File: config.mk
export PLATFORM = sky130hd
export DESIGN_NAME = exc_commit_flat
export DESIGN_NICKNAME = d
export VERILOG_FILES = /design/src/rtl/exc_commit_if.sv /design/src/rtl/exc_commit.sv /design/src/flat_wrapper.sv
export SDC_FILE = /design/constraint.sdc
export NUM_CORES = 1
export LEC_CHECK = 0
export BUFFER_PORTS_ARGS = -buffer_cell sky130_fd_sc_hd__buf_2
export CAP_MARGIN = 20
export CELL_PAD_IN_SITES_DETAIL_PLACEMENT = 1
export CELL_PAD_IN_SITES_GLOBAL_PLACEMENT = 2
export CORE_MARGIN = 10
export CORE_UTILIZATION = 27
export DETAILED_ROUTE_END_ITERATION = 10
export GPL_TIMING_DRIVEN = 0
export PLACE_DENSITY = 0.79
export SKIP_CTS_REPAIR_TIMING = 1
export SYNTH_ARGS = -nofsm -noshare
export SYNTH_HDL_FRONTEND = slang
export SYNTH_SLANG_ARGS = --single-unit
File: constraint.sdc
create_clock -name clk -period 1.72 [get_ports clk]
set_clock_uncertainty 0.05 [all_clocks]
set_input_delay 0.172 -clock clk [delete_from_list [all_inputs] [get_ports clk]]
set_output_delay 0.172 -clock clk [all_outputs]
set_load 0.01 [all_outputs]
File: src/rtl/exc_commit_if.sv
// Exception commit bus: pipeline-side exception request, MTC0 write port,
// fetch-side redirect handshake and the architectural CP0 register outputs.
// The commit unit (exc_commit) uses the slave modport; the pipeline and
// fetch logic around it use the master modport.
interface exc_commit_if #(
  parameter int EXCT_W = 5
);
  logic              exc_flag;
  logic [EXCT_W-1:0] exc_type;
  logic [31:0]       exc_baddr;
  logic [31:0]       pc;
  logic              in_delay;
  logic              m_wr;
  logic [5:0]        ext_int;
  logic              cp0_we;
  logic [4:0]        cp0_waddr;
  logic [31:0]       cp0_wdata;
  logic              redir_ack;
  logic              flush;
  logic              redir_valid;
  logic [31:0]       redir_pc;
  logic              exc_intr;
  logic [31:0]       status;
  logic [31:0]       cause;
  logic [31:0]       epc;
  logic [31:0]       badvaddr;

  modport master (
    output exc_flag, exc_type, exc_baddr, pc, in_delay, m_wr, ext_int,
           cp0_we, cp0_waddr, cp0_wdata, redir_ack,
    input  flush, redir_valid, redir_pc, exc_intr,
           status, cause, epc, badvaddr
  );

  modport slave (
    input  exc_flag, exc_type, exc_baddr, pc, in_delay, m_wr, ext_int,
           cp0_we, cp0_waddr, cp0_wdata, redir_ack,
    output flush, redir_valid, redir_pc, exc_intr,
           status, cause, epc, badvaddr
  );
endinterface

File: src/rtl/exc_commit.sv
// Exception commit unit: accepts the winning exception from the priority
// encoder, flushes the pipeline, updates CP0 (Status/Cause/EPC/BadVAddr)
// and holds a redirect to the exception vector (or EPC for ERET) until the
// fetch stage acknowledges it.
// Optional feature: define EXC_TLBR_VEC_EN to send TLB refill exceptions
// taken with Status.EXL=0 to vector offset 0x000 instead of 0x180.
module exc_commit #(
  parameter int EXCT_W = 5
) (
  input  logic       clk,
  input  logic       resetn,
  exc_commit_if.slave bus
);

  // ExcType encoding shared with the priority encoder
  localparam logic [EXCT_W-1:0] EXC_INTR = EXCT_W'(1);
  localparam logic [EXCT_W-1:0] EXC_ADE  = EXCT_W'(2);
  localparam logic [EXCT_W-1:0] EXC_TLBR = EXCT_W'(3);
  localparam logic [EXCT_W-1:0] EXC_TLBI = EXCT_W'(4);
  localparam logic [EXCT_W-1:0] EXC_TLBM = EXCT_W'(5);
  localparam logic [EXCT_W-1:0] EXC_IBE  = EXCT_W'(6);
  localparam logic [EXCT_W-1:0] EXC_DBE  = EXCT_W'(7);
  localparam logic [EXCT_W-1:0] EXC_CPU  = EXCT_W'(8);
  localparam logic [EXCT_W-1:0] EXC_RI   = EXCT_W'(9);
  localparam logic [EXCT_W-1:0] EXC_OV   = EXCT_W'(10);
  localparam logic [EXCT_W-1:0] EXC_TRAP = EXCT_W'(11);
  localparam logic [EXCT_W-1:0] EXC_SYSC = EXCT_W'(12);
  localparam logic [EXCT_W-1:0] EXC_BP   = EXCT_W'(13);
  localparam logic [EXCT_W-1:0] EXC_ERET = EXCT_W'(14);

  localparam logic [31:0] STATUS_RST  = 32'h0040_0000;
  localparam logic [31:0] STATUS_WMSK = 32'h0040_FF03; // BEV, IM, EXL, IE

  typedef enum logic {IDLE, REDIR} state_t;

  state_t      state_q, state_d;
  logic [31:0] redir_pc_q, redir_pc_d;
  logic [31:0] status_q, status_d;
  logic [31:0] cause_q, cause_d;
  logic [31:0] epc_q, epc_d;
  logic [31:0] badvaddr_q, badvaddr_d;
  logic        flush;
  logic [4:0]  exc_code;
  logic        addr_exc;
  logic [31:0] vec_base;
  logic [31:0] vec_off;

  // Cause.ExcCode and BadVAddr-capturing classes for the incoming exception
  always_comb begin
    exc_code = 5'd0;
    addr_exc = 1'b0;
    case (bus.exc_type)
      EXC_INTR: exc_code = 5'd0;
      EXC_TLBM: begin exc_code = 5'd1; addr_exc = 1'b1; end
      EXC_TLBR,
      EXC_TLBI: begin exc_code = bus.m_wr ? 5'd3 : 5'd2; addr_exc = 1'b1; end
      EXC_ADE:  begin exc_code = bus.m_wr ? 5'd5 : 5'd4; addr_exc = 1'b1; end
      EXC_IBE:  exc_code = 5'd6;
      EXC_DBE:  exc_code = 5'd7;
      EXC_SYSC: exc_code = 5'd8;
      EXC_BP:   exc_code = 5'd9;
      EXC_RI:   exc_code = 5'd10;
      EXC_CPU:  exc_code = 5'd11;
      EXC_OV:   exc_code = 5'd12;
      EXC_TRAP: exc_code = 5'd13;
      default:  exc_code = 5'd0;
    endcase
  end

  // Exception vector from Status.BEV and the exception class
  always_comb begin
    vec_base = status_q[22] ? 32'hBFC0_0200 : 32'h8000_0000;
`ifdef EXC_TLBR_VEC_EN
    vec_off  = (bus.exc_type == EXC_TLBR && !status_q[1]) ? 32'h0 : 32'h180;
`else
    vec_off  = 32'h180;
`endif
  end

  // Next state: MTC0 first, then the exception update overrides shared fields
  always_comb begin
    // NOTE: every variable gets a default first so no path leaves it unassigned (no latches).
    state_d    = state_q;
    redir_pc_d = redir_pc_q;
    status_d   = status_q;
    cause_d    = cause_q;
    epc_d      = epc_q;
    badvaddr_d = badvaddr_q;
    flush      = 1'b0;

    if (bus.cp0_we) begin
      case (bus.cp0_waddr)
        5'd12:   status_d = (status_q & ~STATUS_WMSK) | (bus.cp0_wdata & STATUS_WMSK);
        5'd13:   cause_d[9:8] = bus.cp0_wdata[9:8];
        5'd14:   epc_d = bus.cp0_wdata;
        default: ;
      endcase
    end

    cause_d[15:10] = bus.ext_int;

    case (state_q)
      IDLE: begin
        if (bus.exc_flag) begin
          flush   = 1'b1;
          state_d = REDIR;
          if (bus.exc_type == EXC_ERET) begin
            status_d[1] = 1'b0;
            redir_pc_d  = epc_q;
          end else begin
            if (!status_q[1]) begin
              epc_d       = bus.in_delay ? bus.pc - 32'd4 : bus.pc;
              cause_d[31] = bus.in_delay;
            end
            status_d[1]   = 1'b1;
            cause_d[6:2]  = exc_code;
            if (addr_exc) badvaddr_d = bus.exc_baddr;
            redir_pc_d    = vec_base + vec_off;
          end
        end
      end
      REDIR: begin
        if (bus.redir_ack) state_d = IDLE;
      end
      default: state_d = IDLE;
    endcase
  end

  // State and CP0 registers
  always_ff @(posedge clk or negedge resetn) begin
    if (!resetn) begin
      state_q    <= IDLE;
      redir_pc_q <= 32'h0;
      status_q   <= STATUS_RST;
      cause_q    <= 32'h0;
      epc_q      <= 32'h0;
      badvaddr_q <= 32'h0;
    end else begin
      // NOTE: non-blocking so every register samples the pre-edge values.
      state_q    <= state_d;
      redir_pc_q <= redir_pc_d;
      status_q   <= status_d;
      cause_q    <= cause_d;
      epc_q      <= epc_d;
      badvaddr_q <= badvaddr_d;
    end
  end

  assign bus.flush       = flush;
  assign bus.redir_valid = (state_q == REDIR);
  assign bus.redir_pc    = redir_pc_q;
  assign bus.exc_intr    = (|(cause_q[15:8] & status_q[15:8])) & status_q[0] & ~status_q[1];
  assign bus.status      = status_q;
  assign bus.cause       = cause_q;
  assign bus.epc         = epc_q;
  assign bus.badvaddr    = badvaddr_q;

endmodule

File: src/flat_wrapper.sv
// flat-port wrapper written by rule: the top's interface ports become plain ports
module exc_commit_flat 
#(
  parameter int EXCT_W = 5
)
  (clk, resetn, bus_exc_flag, bus_exc_type, bus_exc_baddr, bus_pc, bus_in_delay, bus_m_wr, bus_ext_int, bus_cp0_we, bus_cp0_waddr, bus_cp0_wdata, bus_redir_ack, bus_flush, bus_redir_valid, bus_redir_pc, bus_exc_intr, bus_status, bus_cause, bus_epc, bus_badvaddr);
  exc_commit_if #(.EXCT_W(EXCT_W)) bus_i ();
  input  logic clk;
  input  logic resetn;
  input wire logic [$bits(bus_i.exc_flag)-1:0] bus_exc_flag;
  input wire logic [$bits(bus_i.exc_type)-1:0] bus_exc_type;
  input wire logic [$bits(bus_i.exc_baddr)-1:0] bus_exc_baddr;
  input wire logic [$bits(bus_i.pc)-1:0] bus_pc;
  input wire logic [$bits(bus_i.in_delay)-1:0] bus_in_delay;
  input wire logic [$bits(bus_i.m_wr)-1:0] bus_m_wr;
  input wire logic [$bits(bus_i.ext_int)-1:0] bus_ext_int;
  input wire logic [$bits(bus_i.cp0_we)-1:0] bus_cp0_we;
  input wire logic [$bits(bus_i.cp0_waddr)-1:0] bus_cp0_waddr;
  input wire logic [$bits(bus_i.cp0_wdata)-1:0] bus_cp0_wdata;
  input wire logic [$bits(bus_i.redir_ack)-1:0] bus_redir_ack;
  output wire logic [$bits(bus_i.flush)-1:0] bus_flush;
  output wire logic [$bits(bus_i.redir_valid)-1:0] bus_redir_valid;
  output wire logic [$bits(bus_i.redir_pc)-1:0] bus_redir_pc;
  output wire logic [$bits(bus_i.exc_intr)-1:0] bus_exc_intr;
  output wire logic [$bits(bus_i.status)-1:0] bus_status;
  output wire logic [$bits(bus_i.cause)-1:0] bus_cause;
  output wire logic [$bits(bus_i.epc)-1:0] bus_epc;
  output wire logic [$bits(bus_i.badvaddr)-1:0] bus_badvaddr;
  assign bus_i.exc_flag = bus_exc_flag;
  assign bus_i.exc_type = bus_exc_type;
  assign bus_i.exc_baddr = bus_exc_baddr;
  assign bus_i.pc = bus_pc;
  assign bus_i.in_delay = bus_in_delay;
  assign bus_i.m_wr = bus_m_wr;
  assign bus_i.ext_int = bus_ext_int;
  assign bus_i.cp0_we = bus_cp0_we;
  assign bus_i.cp0_waddr = bus_cp0_waddr;
  assign bus_i.cp0_wdata = bus_cp0_wdata;
  assign bus_i.redir_ack = bus_redir_ack;
  assign bus_flush = bus_i.flush;
  assign bus_redir_valid = bus_i.redir_valid;
  assign bus_redir_pc = bus_i.redir_pc;
  assign bus_exc_intr = bus_i.exc_intr;
  assign bus_status = bus_i.status;
  assign bus_cause = bus_i.cause;
  assign bus_epc = bus_i.epc;
  assign bus_badvaddr = bus_i.badvaddr;
  exc_commit #(.EXCT_W(EXCT_W)) u_core (.clk(clk), .resetn(resetn), .bus(bus_i));
endmodule
==> flow_metrics.py <==
metrics = {
    "clocking": {
        "clk_pin_slew_ps": 60,
        "cts_max_path_buffers": 2,
        "clock_sinks": 121,
        "clkLatencyLatePin_ps": 410,
        "cts_buffers": 17,
        "h-tree-depth": 4,
        "cts_tree": "done",
        "clock-root-buffer": "clkbuf_16",
    },
    "floorplan": {
        "rows": 54,
        "die_h_um": 169,
        "start_util": 0.274,
        "die_w_um": 169,
        "io_pins": 282,
        "core_area_um2": 21800,
        "dieArea_um2": 28400,
    },
    "setup_path": {
        "reg2reg_to": "u_core.bus.epc[3]",
        "worst_setup_path_end_kind": "primary output",
        "reg2reg_slack_ps": 150,
        "crit_path_end": "bus_exc_intr",
        "path_max_fanout": 3,
        "crit_path_start_kind": "register",
        "critPathArrivalTime_ps": 1500,
        "path_class": "register to primary output",
        "r2r_cells": 8,
        "cp.required_ps": 1500,
        "startpoint": "u_core.bus.cause[9]",
        "r2r-start": "u_core.bus.redir_valid",
    },
    "global_routing": {
        "grt_antenna_before_repair": 4,
        "grt-ovfl-total": 0,
        "grtUsageTotal": 0.156,
        "grt_first_pass_wirelength_um": 34300,
        "grt_pass1_vias": 5639,
        "grt_max_degree": 84,
    },
    "job": {
        "maxCapViolCount": 0,
    },
    "finish": {
        "area_delta_synth_final_pct": 52.3,
        "post-route-cell-area_um2": 9080,
        "fin_nets": 1040,
        "drive_above_1_share": 0.446,
        "fin_util": 0.418,
    },
    "power": {
        "swShare": 0.320,
        "pwr-share-seq": 0.377,
        "p_int_uw": 7440,
        "peakVddDrop_v": 0.000520,
        "p_per_area_nw_per_um2": 1210,
        "combPwrFrac": 0.282,
        "pwr-share-clk": 0.341,
        "p_sw_uw": 3500,
        "p_leak_uw": 0.00443,
    },
    "yosys": {
        "synth_ff_type": "dfrtp_1",
        "synth_edf_count": 0,
        "yosysMostFrequentCell": "dfrtp_1",
        "synth_top_area_frac": 0.503,
        "ys_types": 56,
        "yosys-top-cells-count": "dfrtp_1 (120), nand2_1 (66), mux2_2 (44)",
        "yosys.area.top_type": "dfrtp_1",
        "seq_area_frac_synth": 0.508,
        "netlist_top_cells_area": "dfrtp_1 (50%), mux2_2 (8.3%), buf_4 (5.3%)",
        "synth_seq_cells": 121,
        "ys_async_sr_fraction": 1.00,
        "syn_avg_cell_area_um2": 10.8,
        "syn_area_um2": 5970,
        "yosys_warnings": 0,
        "synth_cells": 553,
    },
    "route": {
        "route.detailed.drc": 0,
        "first_pass_iters": 4,
        "wl_per_cell_um": 19.5,
        "wl_um": 23700,
        "vias": 5432,
        "antenna_left": 0,
        "dr.first_iter.drc_count": 192,
        "viasPerCell": 4.47,
    },
    "sta": {
        "setup_viol": 1,
        "whs_ps": -21.7,
        "timing.final.crit_period_ps": 1720,
        "hold_violations": 6,
        "maxSlewViolCount": 0,
        "worst_pin_slew_ps": 755,
        "fmax_mhz": 580,
        "finalCritPeriodShare": 1.00,
        "setup_slack_ps": -2.89,
        "slew_headroom": 0.496,
        "rsz0062_at_grt": "true",
    },
    "worst_hold_path": {
        "whs_path_depth": 3,
        "min_path_type": "input pin to register",
    },
    "placement": {
        "gp_congestion": 0.754,
        "detailed_place_hpwl_um": 18200,
        "dpl-instance-area_um2": 7700,
        "io_buffers": 240,
    },
    "outcome": {
        "violations": "negative hold slack, negative setup slack",
        "status": "complete, but fails checks",
    },
}
-- final cells by class --
type | count | area, um^2
diodes | 2 | 5.00
repair buffers | 309 | 1910
clock inverters | 11 | 145
fillers | 2505 | 12700
clock buffers | 21 | 470
plain buffers | 68 | 470
well taps | 280 | 350
inverters | 6 | 26.3
multi-input cells | 397 | 2680
flip-flops and latches | 121 | 3030
-- worst min path at each step --
stage / start / end
after global placement: bus_ext_int[1] / u_core.bus.cause[11]
after CTS: resetn / u_core.bus.badvaddr[10]
after floorplan: resetn / u_core.bus.badvaddr[0]
after detailed placement: resetn / u_core.bus.badvaddr[10]
final: bus_cp0_wdata[20] / u_core.bus.epc[20]
after global routing: bus_cp0_wdata[28] / u_core.bus.epc[28]
-- per-stage QoR --
stage | setup WS [ps] | power, uW | hold slack [ps] | std cells | TNS (ps)
2_1_floorplan | 61.1 | 5540 | -174 | 592 | 0
3_3_place_gp | -1350 | 7000 | 230 | 1112 | -194590
3_5_place_dp | -781 | 7100 | 64.3 | 1113 | -35010
4_1_cts | -960 | 10900 | -381 | 1145 | -32760
5_1_grt | -133 | 11600 | -0.926 | 1213 | -167
6_report | -2.89 | 10900 | -21.7 | 1215 | -2.89
-- registers in the layout (all words and copies together) (netlist names) --
name,flops
u_core.bus.cause,13
u_core.bus.redir_pc,32
u_core.bus.status,11
u_core.bus.badvaddr,32
u_core.bus.redir_valid,1
u_core.bus.epc,32
-- critical path, cell delays in order (launching register included) --
cell and delay [ps]:
dfrtp_1 390, a22o_1 250, a221oi_2 170, a311oi_1 110, buf_2 160
-- layout by cell type, fill, tap and decap left out, types with 4 or more instances in the layout --
| master | count |
|---|---|
| a211oi_1 | 23 |
| a21oi_1 | 37 |
| and2b_1 | 10 |
| buf_2 | 245 |
| buf_4 | 50 |
| clkbuf_1 | 8 |
| clkbuf_16 | 17 |
| clkbuf_2 | 6 |
| clkinvlp_4 | 4 |
| conb_1 | 40 |
| dfrtp_1 | 120 |
| dlygate4sd3_1 | 59 |
| inv_1 | 4 |
| mux2_2 | 44 |
| mux2i_1 | 11 |
| nand2_1 | 64 |
| nand3_1 | 21 |
| nor2_1 | 16 |
| nor2b_1 | 15 |
| nor3_1 | 4 |
| nor3b_1 | 4 |
| nor4_1 | 7 |
| o21ai_0 | 21 |
| or3_1 | 4 |
| xnor2_1 | 25 |
| xor2_1 | 4 |
-- power groups by stage --
stage / clock network (uW) / logic, uW / registers [uW]
5_1_grt: 3970 / 3410 / 4240
3_3_place_gp: 0 / 2870 / 4130
4_1_cts: 3830 / 2950 / 4120
6_report: 3740 / 3080 / 4130
2_1_floorplan: 0 / 1140 / 4400
3_5_place_dp: 0 / 2940 / 4160
-- cell families (layout without fill, tap and decap cells) --
group / Yosys count / after routing / share of synthesized area
XOR/XNOR: 29 / 29 / 0.0426
adder cells (fa/ha/maj): 1 / 1 / 0.00210
AO/OA/AOI/OAI: 94 / 94 / 0.0956
flip-flops: 121 / 121 / 0.508
AND/OR/NAND/NOR: 178 / 178 / 0.174
buffers and inverters: 74 / 415 / 0.0755
multiplexers: 55 / 55 / 0.101
other: 1 / 42 / 0.000628
-- per-layer routing --
layer,track usage,vias up,share of wire
li1,-,2593,-
met2,0.265,184,0.50
met5,0,-,0.0011
met3,0.0565,27,0.068
met4,0.0462,4,0.015
met1,0.179,2624,0.42
No activity file was read; power rests on OpenSTA's default activity.
